### src/rtl/soc_event_sched_pkg.sv
// Shared types, reset constant and pointer helper for the SoC event scheduler.
package soc_event_sched_pkg;

    typedef enum logic {
        SCHED_IDLE    = 1'b0,
        SCHED_PRESENT = 1'b1
    } sched_state_e;

    localparam int unsigned RR_RESET = 32'd0;

    // Wrapped increment of the round-robin pointer for a bank of n sources.
    function automatic int unsigned rr_wrap_inc(input int unsigned ptr, input int unsigned n);
        return ((ptr + 32'd1) >= n) ? 32'd0 : (ptr + 32'd1);
    endfunction

endpackage

### src/rtl/soc_event_sched_if.sv
// Event-queue bank / consumer channel / error signals of soc_event_sched.
interface soc_event_sched_if #(
    parameter int NB_EVENTS = 8
);
    localparam int ID_WIDTH = $clog2(NB_EVENTS);

    logic [NB_EVENTS-1:0] req_i;
    logic [NB_EVENTS-1:0] en_i;
    logic [NB_EVENTS-1:0] ack_o;
    logic                 evt_valid_o;
    logic [ID_WIDTH-1:0]  evt_id_o;
    logic                 evt_ready_i;
    logic [NB_EVENTS-1:0] err_i;
    logic [NB_EVENTS-1:0] err_status_o;
    logic [NB_EVENTS-1:0] err_clr_i;
    logic                 err_irq_o;

    modport master (
        output req_i, en_i, evt_ready_i, err_i, err_clr_i,
        input  ack_o, evt_valid_o, evt_id_o, err_status_o, err_irq_o
    );

    modport slave (
        input  req_i, en_i, evt_ready_i, err_i, err_clr_i,
        output ack_o, evt_valid_o, evt_id_o, err_status_o, err_irq_o
    );

endinterface

### src/rtl/soc_event_sched_rr_arbiter.sv
// Combinational round-robin search: first set candidate at or above i_ptr, wrapping.
module soc_event_rr_arbiter #(
    parameter  int N  = 8,
    localparam int IW = $clog2(N)
) (
    input  logic [N-1:0]  i_cand,
    input  logic [IW-1:0] i_ptr,
    output logic          o_found,
    output logic [IW-1:0] o_idx
);

    int w_sum;
    int w_pos;

    // Walk offsets from farthest to nearest so the nearest candidate is written last.
    always_comb begin
        o_found = 1'b0;
        o_idx   = '0;
        w_sum   = 0;
        w_pos   = 0;
        for (int i = N - 1; i >= 0; i--) begin
            w_sum   = int'(i_ptr) + i;
            w_pos   = (w_sum >= N) ? (w_sum - N) : w_sum;
            o_found = o_found | i_cand[w_pos[IW-1:0]];
            o_idx   = i_cand[w_pos[IW-1:0]] ? w_pos[IW-1:0] : o_idx;
        end
    end

endmodule

### src/rtl/soc_event_sched.sv
// Round-robin event scheduler with overflow-error aggregation.
// Optional sticky error log enabled by defining SOC_EVENT_SCHED_ERR_LOG_EN.
module soc_event_sched
    import soc_event_sched_pkg::*;
#(
    parameter int NB_EVENTS = 8
) (
    input  logic              clk_i,
    input  logic              rst_i,
    soc_event_sched_if.slave  bus
);

    localparam int ID_WIDTH = $clog2(NB_EVENTS);

    sched_state_e          r_state;
    logic [ID_WIDTH-1:0]   r_id;
    logic [ID_WIDTH-1:0]   r_rr;
    logic                  r_err_irq;
    logic                  w_found;
    logic [ID_WIDTH-1:0]   w_idx;
    logic                  w_hs;
    logic [NB_EVENTS-1:0]  w_ack;

    soc_event_rr_arbiter #(.N(NB_EVENTS)) u_arb (
        .i_cand  (bus.req_i & bus.en_i),
        .i_ptr   (r_rr),
        .o_found (w_found),
        .o_idx   (w_idx)
    );

    assign w_hs = (r_state == SCHED_PRESENT) && bus.evt_ready_i;

    // Grant/present FSM; returning through IDLE lets the acked queue's req settle.
    always_ff @(posedge clk_i or posedge rst_i) begin
        if (rst_i) begin
            r_state <= SCHED_IDLE;
            r_id    <= '0;
            r_rr    <= ID_WIDTH'(RR_RESET);
        end else begin
            case (r_state)
                SCHED_IDLE: begin
                    if (w_found) begin
                        r_id    <= w_idx;
                        r_state <= SCHED_PRESENT;
                    end
                end
                SCHED_PRESENT: begin
                    if (bus.evt_ready_i) begin
                        r_rr    <= ID_WIDTH'(rr_wrap_inc(32'(r_id), NB_EVENTS));
                        r_state <= SCHED_IDLE;
                    end
                end
                default: r_state <= SCHED_IDLE;
            endcase
        end
    end

    // One-hot acknowledge to the presented source during the handshake only.
    always_comb begin
        w_ack = '0;
        if (w_hs) begin
            w_ack[r_id] = 1'b1;
        end else begin
            w_ack = '0;
        end
    end

`ifdef SOC_EVENT_SCHED_ERR_LOG_EN
    logic [NB_EVENTS-1:0] r_err_status;

    // Sticky per-queue error flags (set beats clear); irq follows the flags one cycle later.
    always_ff @(posedge clk_i or posedge rst_i) begin
        if (rst_i) begin
            r_err_status <= '0;
            r_err_irq    <= 1'b0;
        end else begin
            r_err_status <= (r_err_status & ~bus.err_clr_i) | bus.err_i;
            r_err_irq    <= |r_err_status;
        end
    end

    assign bus.err_status_o = r_err_status;
`else
    logic w_unused_clr;

    // Without the log the interrupt is a registered pulse per overflow event.
    always_ff @(posedge clk_i or posedge rst_i) begin
        if (rst_i) begin
            r_err_irq <= 1'b0;
        end else begin
            r_err_irq <= |bus.err_i;
        end
    end

    assign bus.err_status_o = '0;
    assign w_unused_clr     = ^bus.err_clr_i;
`endif

    assign bus.evt_valid_o = (r_state == SCHED_PRESENT);
    assign bus.evt_id_o    = r_id;
    assign bus.ack_o       = w_ack;
    assign bus.err_irq_o   = r_err_irq;

endmodule
### src/flat_wrapper.sv
// flat-port wrapper written by rule: the top's interface ports become plain ports
module soc_event_sched_flat import soc_event_sched_pkg::*;
#(
    parameter int NB_EVENTS = 8
)
  (clk_i, rst_i, bus_req_i, bus_en_i, bus_evt_ready_i, bus_err_i, bus_err_clr_i, bus_ack_o, bus_evt_valid_o, bus_evt_id_o, bus_err_status_o, bus_err_irq_o);
  soc_event_sched_if #(.NB_EVENTS(NB_EVENTS)) bus_i ();
  input  logic clk_i;
  input  logic rst_i;
  input wire logic [$bits(bus_i.req_i)-1:0] bus_req_i;
  input wire logic [$bits(bus_i.en_i)-1:0] bus_en_i;
  input wire logic [$bits(bus_i.evt_ready_i)-1:0] bus_evt_ready_i;
  input wire logic [$bits(bus_i.err_i)-1:0] bus_err_i;
  input wire logic [$bits(bus_i.err_clr_i)-1:0] bus_err_clr_i;
  output wire logic [$bits(bus_i.ack_o)-1:0] bus_ack_o;
  output wire logic [$bits(bus_i.evt_valid_o)-1:0] bus_evt_valid_o;
  output wire logic [$bits(bus_i.evt_id_o)-1:0] bus_evt_id_o;
  output wire logic [$bits(bus_i.err_status_o)-1:0] bus_err_status_o;
  output wire logic [$bits(bus_i.err_irq_o)-1:0] bus_err_irq_o;
  assign bus_i.req_i = bus_req_i;
  assign bus_i.en_i = bus_en_i;
  assign bus_i.evt_ready_i = bus_evt_ready_i;
  assign bus_i.err_i = bus_err_i;
  assign bus_i.err_clr_i = bus_err_clr_i;
  assign bus_ack_o = bus_i.ack_o;
  assign bus_evt_valid_o = bus_i.evt_valid_o;
  assign bus_evt_id_o = bus_i.evt_id_o;
  assign bus_err_status_o = bus_i.err_status_o;
  assign bus_err_irq_o = bus_i.err_irq_o;
  soc_event_sched #(.NB_EVENTS(NB_EVENTS)) u_core (.clk_i(clk_i), .rst_i(rst_i), .bus(bus_i));
endmodule
### config.mk
export PLATFORM = sky130hd
export DESIGN_NAME = soc_event_sched_flat
export DESIGN_NICKNAME = d
export VERILOG_FILES = /design/src/rtl/soc_event_sched_pkg.sv /design/src/rtl/soc_event_sched_if.sv /design/src/rtl/soc_event_sched_rr_arbiter.sv /design/src/rtl/soc_event_sched.sv /design/src/flat_wrapper.sv
export SDC_FILE = /design/constraint.sdc
export NUM_CORES = 1
export LEC_CHECK = 0
export BUFFER_PORTS_ARGS = -buffer_cell sky130_fd_sc_hd__buf_4
export CORE_UTILIZATION = 49
export DETAILED_ROUTE_END_ITERATION = 6
export GPL_ROUTABILITY_DRIVEN = 1
export PLACE_DENSITY_LB_ADDON = 0.1
export SYNTH_ARGS = -nofsm -noshare
export SYNTH_HDL_FRONTEND = slang
export SYNTH_SLANG_ARGS = --single-unit
### constraint.sdc
create_clock -name clk_i -period 3.24 [get_ports clk_i]
set_input_delay 0.162 -clock clk_i [delete_from_list [all_inputs] [get_ports clk_i]]
set_output_delay 0.162 -clock clk_i [all_outputs]
set_load 0.02 [all_outputs]
==> flow_summary.ini <==
[floorplanning]
dieArea_sq_um = 3110
initial_utilization_pct = 51.4
core-area_sq_um = 2760
dieWidth_um = 55.8
io_pins = 56
chipHeight_um = 55.8
num_rows = 19

[global_route]
grt_max_degree = 25
grt_pass1_vias = 1402
grt_pass1_wl_mm = 6.38
grt_use_total_pct = 25.5
overflow = 0
antenna_found_initial = 0

[layout]
finalNonFillerCells = 239
diodes = 0
drive_above_1_share_pct = 30.8
fin_area_sq_um = 1670
syn2layout_area_growth_pct = 18.2
fin_nets = 248

[setup_path]
worst_ep_required_time_ps = 3360
arrival_ps = 2890
path_max_fanout = 10
cp-startpoint = u_core.r_rr[1]
endpoint_kind = flop
cp_cell_sequence = clkinv_1, ha_1, bufinv_8, mux4_2, a211oi_1, a221oi_1, nor4_1, o31ai_1
reg2reg_from = u_core.r_rr[1]
startpoint_type = flop
crit_path_max_incr_delay_ps = 590
crit_slowest_cell = ha_1
crit_type = flop to flop

[drt]
ant_nets = 0
route.vias.total = 1437
drtPass1Iterations = 4
wl_per_cell_um = 15.8
wirelength_mm = 3.78
viasPerCell = 6.01
drc = 0
first_iter_violations = 40

[synth]
syn_area_sq_um = 1420
synth_compound_area_share_pct = 26.6
synthMuxAreaShare_pct = 14.8
async_flop_share_pct = 100
avgSynthCellArea_sq_um = 8.23
yosys.area_share.adder_pct = 2.65
synth_top_family_by_area = compound AO/OA/AOI/OAI gates
yosysWarnings = 0
seq_area_frac_synth_pct = 14.1
synth_ff_type = dfrtp_1
synth_edf_count = 0
yosys.area_share.xor_xnor_pct = 3.00
synth_cells = 172
synth-simple-area-share_pct = 25.0
synthDistinctLibCells = 52
synth-seq-cells = 8

[clocking]
max-clock-path-buffers = 2
cts_buffers = 3
clkSinkCount = 8
clock-root-buffer = clkbuf_4
worstSkewPairLatency_ps = 250
cts_tree = built
cts.repair.resized = 0
ctsHtreeMaxLevel = 1
clkSlewWorstSetupHoldPaths_ps = 60

[place]
place.gp.congestion = 0.900
io_buffers = 39
hpwl_mm = 2.98
dp_cells = 235
placed_cell_area_sq_um = 1640

[sta]
period_share_pct = 85.6
setup_viol = 0
fin_crit_ps = 2770
clock.fmax_ghz = 0.361
max-slew-margin-rel_pct = 64.6
hold_ws_ps = 107
final_max_slew_viol_count = 0
worst_slew_pin_slew_ps = 526
tns_ps = 0
hold_violations = 0
skew_ps = 4.65
grt_setup_unrepaired = no

[power]
power.total_uw = 1640
power_switching_uw = 869
swShare_pct = 53.0
pwr-share-comb_pct = 82.1
leakagePower_uw = 0.000703
ir_drop_mv = 0.833
p_per_area_nw_per_um2 = 979
clkPwrFrac_pct = 4.6
cellInternalPower_uw = 770
pwr-share-seq_pct = 13.3

[hold_path]
hold_class = input port to flop
holdCritStartpoint = bus_err_i[6]

[flow_run]
drv_cap = 0

[status]
outcome = finished clean
-- cells in the final DEF, fill, tap and decap left out, types with 2 or more instances in the layout --
cell,netlist,final
xnor2_1,2,2
a31oi_1,4,4
inv_1,3,3
clkbuf_4,0,3
o211ai_1,4,4
dfrtp_1,8,8
nand2b_1,5,5
o22ai_1,2,2
a21oi_1,6,6
nor2_1,18,18
nor4_1,4,4
nor3_1,7,7
o21ai_1,3,3
conb_1,1,8
mux4_2,5,5
nand3_2,3,3
nand2_1,18,18
a211oi_1,5,5
o21a_1,8,8
buf_4,8,42
mux2i_1,6,6
nand3_1,7,7
ha_1,3,3
o21ai_0,8,8
-- metrics by stage --
stage	setup slack, ps	util (%)
final	468	60.7
after global routing	308	60.7
after CTS	523	60.7
after detailed placement	550	59.5
after global placement	563	59.5
after floorplan	661	-
-- per-layer routing --
metal  wire [um]  GRT usage, %  up-vias
li1            -             -      707
met1        1620          30.9      668
met2        1920          45.8       56
met3         181          2.33        6
met4          61          11.1        0
met5           0             0        -
-- synth_stat cells (all sizes together) (5+ instances only) --
cell type  instances  area [sq um]
a211oi             5          37.5
a21oi              6          30.0
buf               11           103
clkbuf             6          52.6
dfrtp              8           200
mux2i              6          60.1
mux4               6           139
nand2             18          67.6
nand2b             6          40.0
nand3             10          65.1
nor2              18          67.6
nor3               7          35.0
nor4               5          37.5
o21a               9          75.1
o21ai             11          55.1
-- path summary, 6_finish.rpt --
| path | slack, ps | depth (start not counted) | endpoint |
|---|---|---|---|
| worst max-delay path | 470 | 8 | u_core.bus.evt_id_o[1] |
| worst min-delay path | 110 | 3 | u_core.bus.err_irq_o |
| worst max register to register | 470 | 8 | u_core.bus.evt_id_o[1] |
| worst min register to register | 630 | 1 | u_core.bus.evt_valid_o |
| max in group asynchronous | 2610 | 3 | u_core.bus.evt_id_o[1] |
| min in group asynchronous | 400 | 3 | u_core.bus.err_irq_o |
-- cell families after synthesis --
| logic type | Yosys count |
|---|---|
| adders and majority gates | 3 |
| AOI/OAI and AO/OA | 51 |
| xor gates and xnor gates | 4 |
| DFF | 8 |
| and+or+nand+nor | 69 |
| buffers and inverters | 23 |
| other | 1 |
| muxes | 13 |
-- power groups by stage --
| stage | Combinational (uW) | Sequential [uW] | Clock [uW] |
|---|---|---|---|
| after floorplan | 1120 | 211 | 0 |
| after global placement | 1310 | 214 | 0 |
| after detailed placement | 1320 | 218 | 0 |
| after CTS | 1330 | 217 | 77.2 |
| after global routing | 1450 | 229 | 83.8 |
| final | 1340 | 218 | 75.9 |
-- registers in the layout, summed over array words and instances, names as in the netlist --
| name | flops |
|---|---|
| u_core.bus.evt_id_o | 3 |
| u_core.r_rr | 3 |
| u_core.bus.err_irq_o | 1 |
| u_core.bus.evt_valid_o | 1 |
-- critical path, delay by kind of cell, from the launching register on --
kind	cells	cell delay, ps
adder cells (fa/ha/maj)	1	590
buffers and inverters	2	490
AO/OA/AOI/OAI	3	470
multiplexers	1	460
flip-flops	1	350
AND/OR/NAND/NOR	1	280
-- cell type report --
| type | count | area [sq um] |
|---|---|---|
| Multi-Input combinational cell | 148 | 1050 |
| Sequential cell | 8 | 200 |
| Inverter | 6 | 36.3 |
| Timing Repair Buffer | 43 | 325 |
| Clock buffer | 3 | 22.5 |
| Fill cell | 268 | 1080 |
| Tap cell | 31 | 38.8 |
-- repair_timing --
item,4_1_cts,5_1_grt
endpoints found under the hold margin,8,0
hold buffers,1,0
setup buffers,0,0
No activity file was read; power rests on OpenSTA's default activity.
